$ cat src/rtl/imm_gen_pipe.sv
// imm_gen_pipe: registered immediate generator between decode and register read.
//
// Extracts the immediate from instruction bits [31:7], sign- or zero-extends it
// to XLEN, and hands it downstream through a 2-entry skid buffer (output entry A
// plus skid entry B) with a side-band tag and an illegal-encoding flag.
//
// Ports:
//   clk_i          clock, rising edge
//   rst_ni         asynchronous active-low reset
//   flush_i        synchronous flush, drops every buffered entry
//   in_valid_i     upstream offers an instruction
//   in_ready_o     block can accept (registered)
//   in_i           instruction[31:7]
//   imm_sel_i      immediate type, see imm_sel_e
//   in_tag_i       side-band tag travelling with the entry
//   out_valid_o    out_imm_o / out_tag_o / out_illegal_o hold a valid entry
//   out_ready_i    downstream consumes the presented entry
//   out_imm_o      extended immediate
//   out_tag_o      tag of the presented entry
//   out_illegal_o  entry came from an illegal or reserved encoding
//   dbg_state_o    buffer occupancy state, for observation only
//
// Handshake: a transfer happens on a rising edge where valid and ready are both
// 1. The sender keeps its payload stable while valid=1 and ready=0. in_ready_o
// does not depend on in_valid_i or out_ready_i in the same cycle.

package imm_gen_pkg;
  // Shared immediate-type encodings; Z_TYPE takes the last free code.
  typedef enum logic [2:0] {
    U_TYPE          = 3'd0,
    J_TYPE          = 3'd1,
    S_TYPE          = 3'd2,
    B_TYPE          = 3'd3,
    I_SIGNED_TYPE   = 3'd4,
    I_SHIFT_TYPE    = 3'd5,
    I_UNSIGNED_TYPE = 3'd6,
    Z_TYPE          = 3'd7
  } imm_sel_e;

  typedef enum logic [1:0] {
    S_EMPTY = 2'd0,
    S_ONE   = 2'd1,
    S_FULL  = 2'd2
  } buf_state_e;
endpackage

module imm_gen_pipe
  import imm_gen_pkg::*;
#(
  parameter int XLEN  = 32,
  parameter int TAG_W = 8
) (
  input  logic             clk_i,
  input  logic             rst_ni,
  input  logic             flush_i,
  input  logic             in_valid_i,
  output logic             in_ready_o,
  input  logic [24:0]      in_i,
  input  logic [2:0]       imm_sel_i,
  input  logic [TAG_W-1:0] in_tag_i,
  output logic             out_valid_o,
  input  logic             out_ready_i,
  output logic [XLEN-1:0]  out_imm_o,
  output logic [TAG_W-1:0] out_tag_o,
  output logic             out_illegal_o,
  output buf_state_e       dbg_state_o
);

  // Indexed in instruction numbering so the rules read like the ISA manual.
  logic [31:7] instr;
  assign instr = in_i;

  // ---------------------------------------------------------------------------
  // Combinational extraction on the input side
  // ---------------------------------------------------------------------------
  logic [31:0]     v32;
  logic            sext;
  logic            ill_d;
  logic [XLEN-1:0] imm_d;

  always_comb begin
    v32   = '0;
    sext  = 1'b0;
    ill_d = 1'b0;
    case (imm_sel_i)
      U_TYPE:          begin v32 = {instr[31:12], 12'b0}; sext = 1'b1; end
      J_TYPE:          begin
        v32  = {{12{instr[31]}}, instr[19:12], instr[20], instr[30:21], 1'b0};
        sext = 1'b1;
      end
      S_TYPE:          begin
        v32  = {{21{instr[31]}}, instr[30:25], instr[11:7]};
        sext = 1'b1;
      end
      B_TYPE:          begin
        v32  = {{20{instr[31]}}, instr[7], instr[30:25], instr[11:8], 1'b0};
        sext = 1'b1;
      end
      I_SIGNED_TYPE:   begin v32 = {{21{instr[31]}}, instr[30:20]}; sext = 1'b1; end
      I_UNSIGNED_TYPE: v32 = {20'b0, instr[31:20]};
      I_SHIFT_TYPE: begin
        // RV32 has only 5-bit shift amounts; instr[25]=1 is reserved there.
        if (XLEN == 64)       v32 = {26'b0, instr[25:20]};
        else if (instr[25])   ill_d = 1'b1;
        else                  v32 = {27'b0, instr[24:20]};
      end
      Z_TYPE:          v32 = {27'b0, instr[19:15]};
      // Only reachable for X/unknown selects.
      default:         ill_d = 1'b1;
    endcase
    // Upper bits (RV64 only) replicate bit 31 for signed types, else zero.
    imm_d       = {XLEN{sext & v32[31]}};
    imm_d[31:0] = v32;
  end

  // ---------------------------------------------------------------------------
  // Skid buffer FSM: A is the output register, B the skid register
  // ---------------------------------------------------------------------------
  buf_state_e      state_q;
  logic            in_ready_q;
  logic            out_valid_q;
  logic [XLEN-1:0] a_imm_q, b_imm_q;
  logic [TAG_W-1:0] a_tag_q, b_tag_q;
  logic            a_ill_q, b_ill_q;

  logic accept, pop;
  assign accept = in_valid_i & in_ready_q;
  assign pop    = out_valid_q & out_ready_i;

  always_ff @(posedge clk_i or negedge rst_ni) begin
    if (!rst_ni) begin
      state_q     <= S_EMPTY;
      in_ready_q  <= 1'b1;
      out_valid_q <= 1'b0;
      a_imm_q     <= '0;
      a_tag_q     <= '0;
      a_ill_q     <= 1'b0;
      b_imm_q     <= '0;
      b_tag_q     <= '0;
      b_ill_q     <= 1'b0;
    end else if (flush_i) begin
      // Any same-cycle accept is dropped; a same-cycle pop was already taken.
      state_q     <= S_EMPTY;
      in_ready_q  <= 1'b1;
      out_valid_q <= 1'b0;
    end else begin
      case (state_q)
        S_EMPTY: begin
          if (accept) begin
            a_imm_q     <= imm_d;
            a_tag_q     <= in_tag_i;
            a_ill_q     <= ill_d;
            state_q     <= S_ONE;
            out_valid_q <= 1'b1;
          end
        end
        S_ONE: begin
          if (accept && !pop) begin
            // A is stalled; park the newcomer in B and close the input.
            b_imm_q    <= imm_d;
            b_tag_q    <= in_tag_i;
            b_ill_q    <= ill_d;
            state_q    <= S_FULL;
            in_ready_q <= 1'b0;
          end else if (accept) begin
            a_imm_q <= imm_d;
            a_tag_q <= in_tag_i;
            a_ill_q <= ill_d;
          end else if (pop) begin
            state_q     <= S_EMPTY;
            out_valid_q <= 1'b0;
          end
        end
        S_FULL: begin
          // in_ready_q is 0 here, so only a pop can happen.
          if (pop) begin
            a_imm_q    <= b_imm_q;
            a_tag_q    <= b_tag_q;
            a_ill_q    <= b_ill_q;
            state_q    <= S_ONE;
            in_ready_q <= 1'b1;
          end
        end
        default: begin
          state_q     <= S_EMPTY;
          in_ready_q  <= 1'b1;
          out_valid_q <= 1'b0;
        end
      endcase
    end
  end

  assign in_ready_o    = in_ready_q;
  assign out_valid_o   = out_valid_q;
  assign out_imm_o     = a_imm_q;
  assign out_tag_o     = a_tag_q;
  assign out_illegal_o = a_ill_q;
  assign dbg_state_o   = state_q;

endmodule

$ cat config.mk
export PLATFORM = sky130hd
export DESIGN_NAME = imm_gen_pipe
export DESIGN_NICKNAME = d
export VERILOG_FILES = /design/src/rtl/imm_gen_pipe.sv
export SDC_FILE = /design/constraint.sdc
export NUM_CORES = 1
export LEC_CHECK = 0
export CORE_AREA = 2 2 117 73
export CTS_CLUSTER_SIZE = 30
export DETAILED_ROUTE_END_ITERATION = 7
export DIE_AREA = 0 0 119 75
export PLACE_DENSITY = 0.85
export SLEW_MARGIN = 20
export SYNTH_ARGS = -nofsm -noshare
export SYNTH_HDL_FRONTEND = slang
export SYNTH_SLANG_ARGS = --single-unit
export TNS_END_PERCENT = 100
$ cat constraint.sdc
create_clock -name clk_i -period 2.6 [get_ports clk_i]
set_clock_uncertainty 0.15 [all_clocks]
set_input_delay 0.26 -clock clk_i [delete_from_list [all_inputs] [get_ports clk_i]]
set_output_delay 0.26 -clock clk_i [all_outputs]
set_load 0.02 [all_outputs]
# --- Yosys cells after proc, flatten, opt, wreduce, memory -nomap -nowiden ---
# Index checks and enable logic that the tools add are counted.
# Widths: inputs -> output; s select.
totals:
  inputBits: 41
  output_inout_bits: 45
  elab_cells: 76
  ff_bits: 86
classes:
  eq_ne: 21
  n_reduce_logical: 10
  mux: 33
  bitwise: 3
op_table:
  columns: ["operator", "count"]
  rows:
  - ["$pmux 32 s8", 1]
  - ["$mux 32", 3]
  - ["$pmux 32 s3", 1]
  - ["$mux 8", 3]
  - ["$pmux 8 s3", 1]
  - ["$ne 3x3->1 const B", 6]
  - ["$mux 1", 13]
  - ["$eq 3x3->1 const B", 4]
  - ["$mux 2", 6]
  - ["$pmux 1 s3", 3]
  - ["$ne 2x2->1 const B", 4]
  - ["$ne 4x4->1 const B", 2]
  - ["$reduce_and 4->1", 2]
  - ["$eq 3x2->1 const B", 2]
  - ["$pmux 2 s3", 1]
  - ["$reduce_and 3->1", 2]
  - ["$mux 5", 1]
  - ["$reduce_and 5->1", 1]
  - ["$eq 3x1->1 const B", 1]
  - ["$logic_not 3->1", 1]
  - ["$reduce_bool 3->1", 1]
  - ["$and 1x1->1", 2]
  - ["$eq 2x1->1 const B", 1]
  - ["$eq 2x2->1 const B", 1]
  - ["4 further kinds", 4]

# --- Longest topological paths before layout ---
logic_depth:
  word_depth: 6
  ltp_mapped: 7

# --- Least setup slack after synthesis ---
# OpenSTA, ideal clock, no wires.
synth_timing:
  path_type: "register to register"
  startpoint: "reg state_q[0], in the netlist dbg_state_o[0]"
  endpoint: "reg a_imm_q[10], in the netlist out_imm_o[10]"
  t_arrival_ps: 1525
  setup_time_ps: 122
  setup_slack_ps: 802
  path_stages_with_launch: 7
  path_buffers: 2
  path_cell_list: "dfrtp_1 > nand2b_1 > o32a_1 > buf_6 > buf_4 > a21oi_1 > a21oi_1"
synth_between:
  elab_chain_len: 3
  word_cells_on_any_way: 8
  classes_between: "eq/ne: 4; mux: 1; reduce/logical: 3"
synth_rtl:
  columns: ["element", "line", "source"]
  rows:
  - ["from (decl)", "119", "buf_state_e state_q;"]
  - ["from (signal assigned)", "132", "state_q <= S_EMPTY;"]
  - ["from (signal assigned)", "143", "state_q <= S_EMPTY;"]
  - ["from (signal assigned)", "153", "state_q <= S_ONE;"]
  - ["$eq 2x1->1, or another cell as far along", "147", "case (state_q)"]
  - ["$ne 2x2->1 (no line) / $reduce_bool 3->1 (equally long branches)", null, null]
  - ["$reduce_and 4->1 (no line)", null, null]
  - ["to (signal assigned)", "150", "a_imm_q <= imm_d;"]
  - ["to (signal assigned)", "166", "a_imm_q <= imm_d;"]
  - ["to (signal assigned)", "177", "a_imm_q <= b_imm_q;"]
  - ["to (decl)", "122", "logic [XLEN-1:0] a_imm_q, b_imm_q;"]
# Several ways; a longest one is shown, not always the timed one.
# A chain may end at the register's enable or synchronous reset.

# --- Final worst setup path ---
layout_timing:
  startpoint: "reg state_q[0], in the netlist dbg_state_o[0]"
  endpoint: "reg a_imm_q[25], in the netlist out_imm_o[25]"
# The elaborated chain is that of the path after synthesis.

==> summary.txt <==
Status
  • Status: complete, no violations

Drt
  • Vias per cell: around 6
  • Drt drc: 0
  • DR iter-0 viols: 371
  • Drt wl/cell: 17.3 µm
  • Pre-antenna DRT Iters: 8
  • Vias: 3660
  • Final WL: 10800 µm
  • Antenna viol nets, final: 0

CTS
  • Post-CTS Setup Repair Bufs: 0
  • Clock Latency Late Sink: 0.35 ns
  • H-tree depth: 3
  • Worst-path clk slew: 0.06 ns
  • Root Buffer: clkbuf_16
  • Clock buffer depth: 2
  • CTS tree: built
  • CTS resizes: 0
  • Clock sink total: 86
  • CTS buffer count: 9

Global routing
  • GRT Max-Usage Layer: met2
  • Grt met3 use: 0.0848
  • Via count of the first global-routing pass: 3527
  • Largest net degree at the start of global routing: 58
  • Grt met2 use: 0.407
  • Total GRT Usage: 0.260
  • Initial antenna violation count: 0
  • GRT Residual Overflow: 0
  • First-pass GRT wire length: 18000 µm
  • Met1 Resource Use GR: 0.363

Timing
  • Tightest Pin Transition: 0.941 ns
  • Max-slew headroom: 0.364
  • Setup violations, final: 0
  • Fin crit period: approximately 2.1 ns
  • Final period util: 0.818
  • Fmax: ~470 MHz
  • Final hold vios: 0
  • RSZ-0062 raised after global routing: no
  • Count of pins over their slew limit: 0

Yosys
  • Unique masters post-synth: 45
  • Mapped Nets: 479
  • Area share of the largest cell type after synthesis: 0.495
  • Asr flop ratio synth: 1.00
  • Syn. warnings: 0
  • Largest cells by area after synthesis: dfrtp_1, nand2_1, a211oi_2
  • Avg Inst Size Synth: slightly below 10 µm²
  • Post-synth EDFFs: 0
  • Synth area leader: dfrtp_1
  • Most used DFF post-synth: dfrtp_1
  • Syn Inst Count: 438
  • Seq/Total Area, Yosys: 0.501
  • FF+latch count, synth: 86
  • Mapped Area: 4300 µm²

Setup path
  • R2r setup slk: 0.47 ns
  • Setup Crit Path Kind: flip-flop to flip-flop
  • Crit end category: flip-flop
  • Crit path DAT: 2.21 ns
  • WP data required: approximately 2.7 ns
  • Critical-path maximum fanout: 16
  • CP Launch Type: flip-flop

Job
  • Max Cap Violations: 0

Placed design
  • Hpwl dp: about 7500 µm
  • Placed cells: between 600 and 700
  • RePlAce Congestion: 0.856
  • Port-buffer cells: between 80 and 90

Layout
  • P&R area growth vs syn: 28.3%
  • Antenna fix cells: 0
  • Post-route insts no fill: between 600 and 700
  • Filler Cells Inserted: 573
  • Share of layout cells above drive strength 1: 0.126
  • Fin nets: around 550

Die
  • Die Ht: ~75 µm
  • IO Pins: 86
  • Core box area: approximately 7800 µm²
  • Die area: 8930 µm²
  • Initial core utilization: 0.552
  • Chip Width: 119 µm
  • Site Rows: 25

Power
  • Pwr Total: 5280 µW
  • Power Density: about 960 nW/µm²
  • Leakage: 0.00248 µW
  • Peak supply drop: ~520 µV

Hold path
  • HP Class: input port to asynchronous set/reset pin
==> layout by cell type (no fill, tap or decap), drive strengths merged, types with 11 or more instances in the layout <==
cell and instances:
dfrtp 85, a21o 20, clkdlybuf4s50 84, nand3 16, a21oi 17, nor4b 11
buf 15, nand2 65, clkbuf 12, nor2 39, a211oi 28, a31oi 21
o21ai 41
==> stage by stage <==
step	setup WS, ns	util	setup TNS (ns)	hold slack (ns)	instance area [µm²]
floorplan	0.802	-	0	-0.186	4300
global placement	-0.00438	0.669	-0.00438	0.108	5210
detailed placement	0.226	0.670	0	0.110	5220
CTS	0.494	0.708	0	0.293	5510
global route	0.376	0.708	0	0.340	5510
finish	0.473	0.708	0	0.292	5510
==> Yosys cell counts (5+ instances only) <==
| cell type | count |
|---|---|
| dfrtp_1 | 85 |
| nand2_1 | 64 |
| nor2_1 | 39 |
| o21ai_0 | 37 |
| a31oi_1 | 21 |
| buf_2 | 21 |
| a21o_1 | 20 |
| a21oi_1 | 17 |
| a211oi_2 | 16 |
| nand3_1 | 16 |
| a211oi_1 | 12 |
| nor4b_1 | 11 |
| inv_1 | 9 |
| clkbuf_1 | 8 |
| mux2_4 | 6 |
| buf_6 | 5 |
==> per-layer routing <==
layer / vias to the layer above / wire, µm
li1: 1710 / -
met1: 1773 / 4790
met2: 165 / 4980
met3: 12 / 932
met4: 0 / 85
met5: - / 0
==> sequential cells by signal (all words and copies together), names as in the netlist <==
signal	cells
b_imm_q	32
dbg_state_o	2
out_imm_o	32
out_valid_o	1
out_illegal_o	1
in_ready_o	1
out_tag_o	8
b_tag_q	8
b_ill_q	1
==> worst max-delay path, cell delays in order (launching register included) <==
cell and delay [ns]:
dfrtp_1 0.50, a21boi_4 0.31, o32a_2 0.47, buf_4 0.32
a211oi_2 0.07, a21o_1 0.19
==> worst paths after layout <==
kind / startpoint / to / cells past startpoint
min in group clk_i: out_imm_o[28] / out_imm_o[28] / 1
hold reg to reg: out_imm_o[28] / out_imm_o[28] / 1
max in group asynchronous: rst_ni / in_ready_o / 3
setup reg to reg: dbg_state_o[0] / out_imm_o[25] / 5
hold / removal: rst_ni / b_tag_q[7] / 2
setup / recovery: dbg_state_o[0] / out_imm_o[25] / 5
==> cells by family (layout without fill, tap and decap cells) <==
family,count (synthesis),count (layout),share of synthesized area
simple gates,147,147,0.162
buf+inv,48,125,0.0594
flops,86,86,0.501
mux,13,13,0.0381
compound gates,144,144,0.239
==> area by class of cell <==
class	instances	area (µm²)	area share
tap	108	135	0.0245
clock inverter	4	31.3	0.00567
timing repair buffer	100	1000	0.182
multi-input combinational	304	1900	0.345
inverter	9	33.8	0.00613
clock buffer	12	256	0.0465
sequential	86	2150	0.391
==> timing repair <==
item,in CTS,in global routing
endpoints found under the setup margin,0,0
hold buffers,1,0
endpoints found under the hold margin,39,0
==> power by group <==
group          internal [µW]  switching, µW
registers               1890            339
clock network            703            521
logic                    891            933
No activity file was read; power rests on OpenSTA's default activity.
